**config.mk**
```make
export PLATFORM = sky130hd
export DESIGN_NAME = reg_bank_ctrl
export DESIGN_NICKNAME = d
export VERILOG_FILES = /design/src/rtl/reg_bank_pkg.sv /design/src/rtl/rr_arbiter2.sv /design/src/rtl/reg_bank_ctrl.sv
export SDC_FILE = /design/constraint.sdc
export NUM_CORES = 1
export LEC_CHECK = 0
export ABC_AREA = 1
export CAP_MARGIN = 40
export CORE_MARGIN = 2
export CORE_UTILIZATION = 50
export CTS_BUF_LIST = sky130_fd_sc_hd__clkbuf_16
export DETAILED_ROUTE_END_ITERATION = 6
export PLACE_DENSITY = 0.75
export SYNTH_ARGS = -nofsm -noshare
export SYNTH_HDL_FRONTEND = slang
export SYNTH_SLANG_ARGS = --single-unit
```
**constraint.sdc**
```tcl
create_clock -name clk -period 2.3 [get_ports clk]
set_clock_uncertainty 0.2 [all_clocks]
set_input_delay 0.46 -clock clk [delete_from_list [all_inputs] [get_ports clk]]
set_output_delay 0.46 -clock clk [all_outputs]
set_load 0.03 [all_outputs]
```
**src/rtl/reg_bank_pkg.sv**
```systemverilog
// Shared types and defaults for the two-requester register bank controller.
package reg_bank_pkg;

    localparam int NUM_REQ   = 2;
    localparam int WIDTH_DEF = 8;
    localparam int DEPTH_DEF = 4;

    typedef enum logic [1:0] {
        ST_IDLE  = 2'd0,
        ST_CLEAR = 2'd1,
        ST_DONE  = 2'd2
    } state_e;

endpackage

```
**src/rtl/rr_arbiter2.sv**
```systemverilog
// Two-way round-robin arbiter: combinational one-hot grant, pointer advanced on a taken grant.
module rr_arbiter2
    import reg_bank_pkg::*;
(
    input  logic               clk_i,
    input  logic               rst_ni,
    input  logic [NUM_REQ-1:0] req_i,
    input  logic               upd_i,
    output logic [NUM_REQ-1:0] gnt_o
);

    // last_q=1 means requester 1 won most recently, so requester 0 is favoured next
    logic last_q, last_d;

    always_comb begin
        gnt_o  = req_i;
        last_d = last_q;
        if (req_i == 2'b11) begin
            gnt_o = last_q ? 2'b01 : 2'b10;
        end
        if (upd_i) begin
            last_d = gnt_o[1];
        end
    end

    always_ff @(posedge clk_i or negedge rst_ni) begin
        if (!rst_ni) begin
            last_q <= 1'b1;
        end else begin
            last_q <= last_d;
        end
    end

endmodule

```
**src/rtl/reg_bank_ctrl.sv**
```systemverilog
// Write controller for a small flop bank: round-robin write arbitration, sequenced clear, combinational read.
module reg_bank_ctrl
    import reg_bank_pkg::*;
#(
    parameter int WIDTH = WIDTH_DEF,
    parameter int DEPTH = DEPTH_DEF,
    parameter int AW    = 2
) (
    input  logic             clk,
    input  logic             clr_n,
    input  logic             req0,
    input  logic [AW-1:0]    addr0,
    input  logic [WIDTH-1:0] wdata0,
    output logic             gnt0,
    input  logic             req1,
    input  logic [AW-1:0]    addr1,
    input  logic [WIDTH-1:0] wdata1,
    output logic             gnt1,
    input  logic             seq_clr,
    output logic             clr_busy,
    output logic             clr_done,
    input  logic [AW-1:0]    rd_addr,
    output logic [WIDTH-1:0] rd_data
);

    localparam int              IDX_W    = $clog2(DEPTH);
    localparam logic [AW:0]     DEPTH_C  = (AW+1)'(DEPTH);
    localparam logic [IDX_W-1:0] LAST_IDX = IDX_W'(DEPTH-1);

    state_e             state_q, state_d;
    logic [IDX_W-1:0]   idx_q, idx_d;
    logic [WIDTH-1:0]   bank_q [DEPTH];

    logic               wr_open;
    logic [1:0]         arb_req, arb_gnt;
    logic               upd;
    logic               wr_en;
    logic [IDX_W-1:0]   wr_idx;
    logic [WIDTH-1:0]   wr_data;

    // A pending clear request wins over any write in the same cycle
    assign wr_open = (state_q != ST_CLEAR) && !seq_clr;
    assign arb_req = {req1, req0} & {2{wr_open}};

    rr_arbiter2 u_arb (
        .clk_i (clk),
        .rst_ni(clr_n),
        .req_i (arb_req),
        .upd_i (upd),
        .gnt_o (arb_gnt)
    );

    assign gnt0 = arb_gnt[0] & clr_n;
    assign gnt1 = arb_gnt[1] & clr_n;
    assign upd  = gnt0 | gnt1;

    // Out-of-range addresses still consume the grant but never touch the bank
    always_comb begin
        wr_en   = 1'b0;
        wr_idx  = '0;
        wr_data = '0;
        if (gnt0) begin
            wr_en   = {1'b0, addr0} < DEPTH_C;
            wr_idx  = addr0[IDX_W-1:0];
            wr_data = wdata0;
        end else if (gnt1) begin
            wr_en   = {1'b0, addr1} < DEPTH_C;
            wr_idx  = addr1[IDX_W-1:0];
            wr_data = wdata1;
        end
    end

    always_comb begin
        state_d  = state_q;
        idx_d    = idx_q;
        clr_busy = 1'b0;
        clr_done = 1'b0;
        unique case (state_q)
            ST_IDLE: begin
                if (seq_clr) state_d = ST_CLEAR;
            end
            ST_CLEAR: begin
                clr_busy = 1'b1;
                if (idx_q == LAST_IDX) begin
                    state_d = ST_DONE;
                    idx_d   = '0;
                end else begin
                    idx_d = idx_q + 1'b1;
                end
            end
            ST_DONE: begin
                clr_done = 1'b1;
                state_d  = seq_clr ? ST_CLEAR : ST_IDLE;
            end
            default: state_d = ST_IDLE;
        endcase
    end

    always_ff @(posedge clk or negedge clr_n) begin
        if (!clr_n) begin
            state_q <= ST_IDLE;
            idx_q   <= '0;
        end else begin
            state_q <= state_d;
            idx_q   <= idx_d;
        end
    end

    always_ff @(posedge clk or negedge clr_n) begin
        if (!clr_n) begin
            for (int i = 0; i < DEPTH; i++) bank_q[i] <= '0;
        end else if (clr_busy) begin
            bank_q[idx_q] <= '0;
        end else if (wr_en) begin
            bank_q[wr_idx] <= wr_data;
        end
    end

    assign rd_data = ({1'b0, rd_addr} < DEPTH_C) ? bank_q[rd_addr[IDX_W-1:0]] : '0;

endmodule
```
=== Word level (Yosys, flattened, before mapping) ===
Index checks and enable logic that the tools add are counted.

* Equal/unequal tests: 7
* Multiplexer cells: 25
* Bitwise gates (word level): 9
* Reductions and logical operators: 7
* Order comparisons: 5
* $add $sub $neg: 1

{| class="wikitable"
|+ Operators with widths
! operator !! number
|-
| 32-bit two-way mux || 2
|-
| 8-bit two-way mux || 6
|-
| 32-bit AND || 1
|-
| 32-bit bitwise mux || 1
|-
| 8-bit demux with 2-bit select || 2
|-
| 32-bit NOT || 1
|-
| 8-bit binary-select mux with 2-bit select || 1
|-
| 2-bit two-way mux || 7
|-
| 3-bit greater-or-equal comparator (second input constant) || 3
|-
| 2-bit NOT with 3-bit output || 3
|-
| 2-bit equality test (second input constant) || 3
|-
| 3-bit by 1-bit < comparator with 1-bit output (second input constant) || 2
|-
| 2-bit one-hot mux with 3 select lines || 1
|-
| 1-bit two-way mux || 5
|-
| 2-bit != test (second input constant) || 2
|-
| 1-bit logical AND || 3
|-
| 2-bit by 1-bit adder with 2-bit output (second input constant) || 1
|-
| 1-bit AND || 2
|-
| 2-bit AND || 1
|-
| 2-bit by 1-bit equality test with 1-bit output (second input constant) || 1
|-
| 2-bit logical NOT || 1
|-
| 2-bit by 1-bit != test with 1-bit output (second input constant) || 1
|-
| 2-bit AND reduction || 1
|-
| 2-bit nonzero test || 1
|-
| other kinds (2) || 2
|}

* Register bits: 37
* Word-level logic and storage cells: 61

=== Depth between registers and ports, before layout ===
* Depth after elaboration: 16
* Gate-level depth with buffers: 10
* Mapped depth without buffers: 9

=== Modules after synthesis ===
A second synthesis with hierarchy kept.

* Cells, all modules: 272
* Area, all modules: 2060.7 um^2

{| class="wikitable"
|+ Modules (own cells, without submodules)
! module !! instances !! cells each !! seq. area each (um^2) !! area an instance (um^2)
|-
| reg_bank_ctrl || 1 || 263 || 900.9 || 1996.9
|-
| rr_arbiter2 || 1 || 9 || 26.3 || 63.8
|}

=== Worst setup path after synthesis ===
OpenSTA, ideal clock, no wires.

* Kind: input-to-output
* Start point: input rd_addr[0]
* End point: output rd_data[5]
* Path slack: 0.210 ns
* Stages on the path: 4
* Arrival time: 1.430 ns
* Data required time: 1.640 ns
* Cells stage by stage: inv_1 clkbuf_1 o21ai_0 o22ai_1

* Longest elaborated chain between the ends: 4

{| class="wikitable"
|+ Ends and longest elaborated chain
! item !! line !! RTL
|-
| start, declared || reg_bank_ctrl.sv:22 || <nowiki>input logic [AW-1:0] rd_addr,</nowiki>
|-
| 2-bit NOT with 3-bit output (not written as such) || reg_bank_ctrl.sv:119 || <nowiki>assign rd_data = ({1'b0, rd_addr} < DEPTH_C) ? bank_q[rd_addr[IDX_W-1:0]] : '0;</nowiki>
|-
| 8-bit binary-select mux with 2-bit select || reg_bank_ctrl.sv:119 ||
|-
| 8-bit two-way mux (not written as such) (2 in series) || reg_bank_ctrl.sv:119 ||
|-
| end, declared || reg_bank_ctrl.sv:23 || <nowiki>output logic [WIDTH-1:0] rd_data</nowiki>
|}

Every way passes these cells. The select of a mux whose other input is x is not followed.

=== Worst setup path after layout ===
* Start point: input req0
* End point: output gnt0

* Longest elaborated chain between the ends: 4

{| class="wikitable"
|+ Ends and longest elaborated chain
! item !! line !! RTL
|-
| start, declared || reg_bank_ctrl.sv:11 || <nowiki>input logic req0,</nowiki>
|-
| 2-bit AND * || reg_bank_ctrl.sv:43 || <nowiki>assign arb_req = {req1, req0} & {2{wr_open}};</nowiki>
|-
| 2-bit equality test || rr_arbiter2.sv:18 || <nowiki>if (req_i == 2'b11) begin</nowiki>
|-
| 2-bit two-way mux * || rr_arbiter2.sv:18 ||
|-
| 1-bit AND * || reg_bank_ctrl.sv:53 || <nowiki>assign gnt0 = arb_gnt[0] & clr_n;</nowiki>
|-
| end, declared || reg_bank_ctrl.sv:14 || <nowiki>output logic gnt0,</nowiki>
|}

Every way passes the cells marked *; elsewhere a longest branch is shown, timed or not.

==> flow_summary.ini <==
[synthesis]
ys_top_cells_by_area = dfrtp_1, nand3_1, nand2_1
synth_area_per_cell_um2 = 7.366
synth_commonest_cells = nand2_1, nand3_1, dfrtp_1
synth_seq_cells = 37
ys_types = 27
synth_edf_count = 0
yosysTopAreaCell = dfrtp_1
syn_inst = 329
yosys_warnings = 0
synthArstFlopShare = 1.000
syn_area_um2 = 2424
synth_top_area_frac = 0.3717
ys.flop_type = dfrtp_1
yosysMostFrequentCell = nand2_1
ys_seq_area_frac = 0.3826
syn-num-nets = 360

[run_status]
status = finished clean

[setup_path]
worst-path-max-fanout = 6
critPathTopFamily = buffers and inverters
crit_buf_inv = 3
crit_slowest_cell = clkdlybuf4s50_1
cp_slowest_stage_delay_ns = 0.51
cp_data_required_time_ns = 1.64
worst_ep_arrival_time_ns = 1.54
worstSetupStartpointType = input port
critPathKind = in2out
crit_chain = clkdlybuf4s50_1 -> nand2_1 -> nand2_2 -> nand3_2 -> inv_1 -> buf_4
endpoint_kind = output port

[min_path]
hold_path.class = in2async

[sta]
finalCritPeriodShare = 0.9575
rsz0062_at_grt = false
clock.fmax_ghz = 0.4541
tightest_slew_ns = 0.3694
finalHoldViolCount = 0
slew_viol_final = 0
slew_headroom = 0.7532
setup_viol = 0
holdWs_ns = 0.01453
fin_crit_ns = 2.202

[clock_tree]
clock_latency_ns = 0.28
hold_buffers = 0
tritoncts = yes
h-tree-depth = 2
cts_buffer_depth = 2
cts-buffers-inserted = 5
cts_root_buf = clkbuf_16
path_clk_slew_ns = 0.06
cts.sinks = 37

[floorplanning]
initial_core_util = 0.5165
fp.dieArea_um2 = 5420
rows = 25
core_area_um2 = 4692
die_h_um = 73.62
fp.dieW_um = 73.62
num_io_pins = 39

[placement]
io_buffers = 38
hpwl_um = 4618
gp_congestion = 0.9127
dp_cells = 425

[detailed_routing]
ant_nets = 0
dr.pass1.iters = 5
post_drt_wl_per_cell_um = 14.87
drc = 0
vias_per_cell = 5.706
vias = 2482
dr.first_iter.drc_count = 238
wl_um = 6468

[finish]
final_cells = 435
diodes = 0
area_growth_pct = 29.84
drive_above_1_share = 0.1837
layout.nets = 411

[global_route]
grt_pass1_wl_um = 11230
track_usage = 0.2677
grt-ovfl-total = 0
grt_max_degree = 31
grt_pass1_vias = 2410
antenna_found_initial = 0

[flow_run]
cap_violations = 0

[pwr]
p_leak_nw = 1.611
peakVddDrop_v = 0.0005090
power.density_nw_per_um2 = 1075
## registers in the layout, indices dropped and copies added, names as in the netlist
signal,count
bank_q,32
idx_q,2
state_q,2
u_arb.last_q,1
## final timing paths
check / slack [ns] / startpoint / endpoint / cells after the start
max: 0.1 / req0 / gnt0 / 6
min: 0.01 / clr_n / u_arb.last_q / 1
max reg2reg: 0.36 / state_q[0] / bank_q[11] / 8
min reg2reg: 0.28 / u_arb.last_q / u_arb.last_q / 2
max in group asynchronous: 1.50 / clr_n / bank_q[7] / 2
min in group clk: 0.28 / u_arb.last_q / u_arb.last_q / 2
## where the power goes
group / leakage, nW / switching, W / internal (W) / total (W)
logic: 1.02 / 0.000927 / 0.000522 / 0.00145
registers: 0.497 / 0.000175 / 0.000865 / 0.00104
clock network: 0.0938 / 0.000274 / 0.000619 / 0.000893
total: 1.61 / 0.00138 / 0.00201 / 0.00338
## cell usage in the layout, fill, tap and decap left out, types with 2 or more instances in the layout
master / Yosys / layout
bufinv_16: 0 / 2
buf_4: 0 / 28
o22ai_1: 9 / 9
clkbuf_16: 0 / 5
nand2_1: 75 / 74
o21ai_0: 18 / 17
nor2_4: 2 / 2
nand2_2: 3 / 4
ha_1: 4 / 4
a21oi_1: 8 / 8
nor2_1: 21 / 21
nand3_1: 74 / 74
dfrtp_1: 36 / 36
buf_12: 0 / 3
nor3b_1: 8 / 8
inv_2: 9 / 10
nand4_1: 12 / 12
inv_1: 22 / 21
clkdlybuf4s50_1: 0 / 23
dlymetal6s2s_1: 0 / 2
nand2_4: 6 / 6
## cells by family after synthesis
group / Yosys count / share of synthesized area
flip-flops: 37 / 0.3826
AO/OA/AOI/OAI: 37 / 0.08725
adder cells (fa/ha/maj): 4 / 0.02065
AND/OR/NAND/NOR: 204 / 0.4218
buffers and inverters: 47 / 0.08776
## metrics by stage
stage          utilization  total power (W)  setup WS [ns]  setup TNS, ns  cell area [um2]
2_1_floorplan            -         0.001972         0.2104              0             2424
3_3_place_gp        0.6248         0.002409       0.003991              0             2932
3_5_place_dp        0.6248         0.002431       -0.02445       -0.05935             2932
4_1_cts             0.6683         0.003351        0.03719              0             3136
5_1_grt             0.6707         0.003590        0.02805              0             3147
6_report            0.6707         0.003383        0.09784              0             3147
## area by class of cell
class                      count  area [um2]
timing repair buffer          59       550.5
sequential                    37       927.1
fill                         383        1545
clock buffer                   5       125.1
multi-input combinational    245        1286
inverter                      32       125.1
tap                           54       67.56
clock inverter                 3       65.06
## timing repair
item	in CTS	in global routing
setup buffers	2	0
endpoints found under the setup margin	3	8
pin swaps	0	1
gates resized for setup	2	5
## metal layers
metal  routed length (um)  track usage  vias up
li1                     -            -     1208
met1                 2862       0.3601     1145
met2                 3070       0.4296      111
met3                  364      0.04115       18
met4                  172       0.1111        0
met5                    0            0        -
No activity file was read; power rests on OpenSTA's default activity.
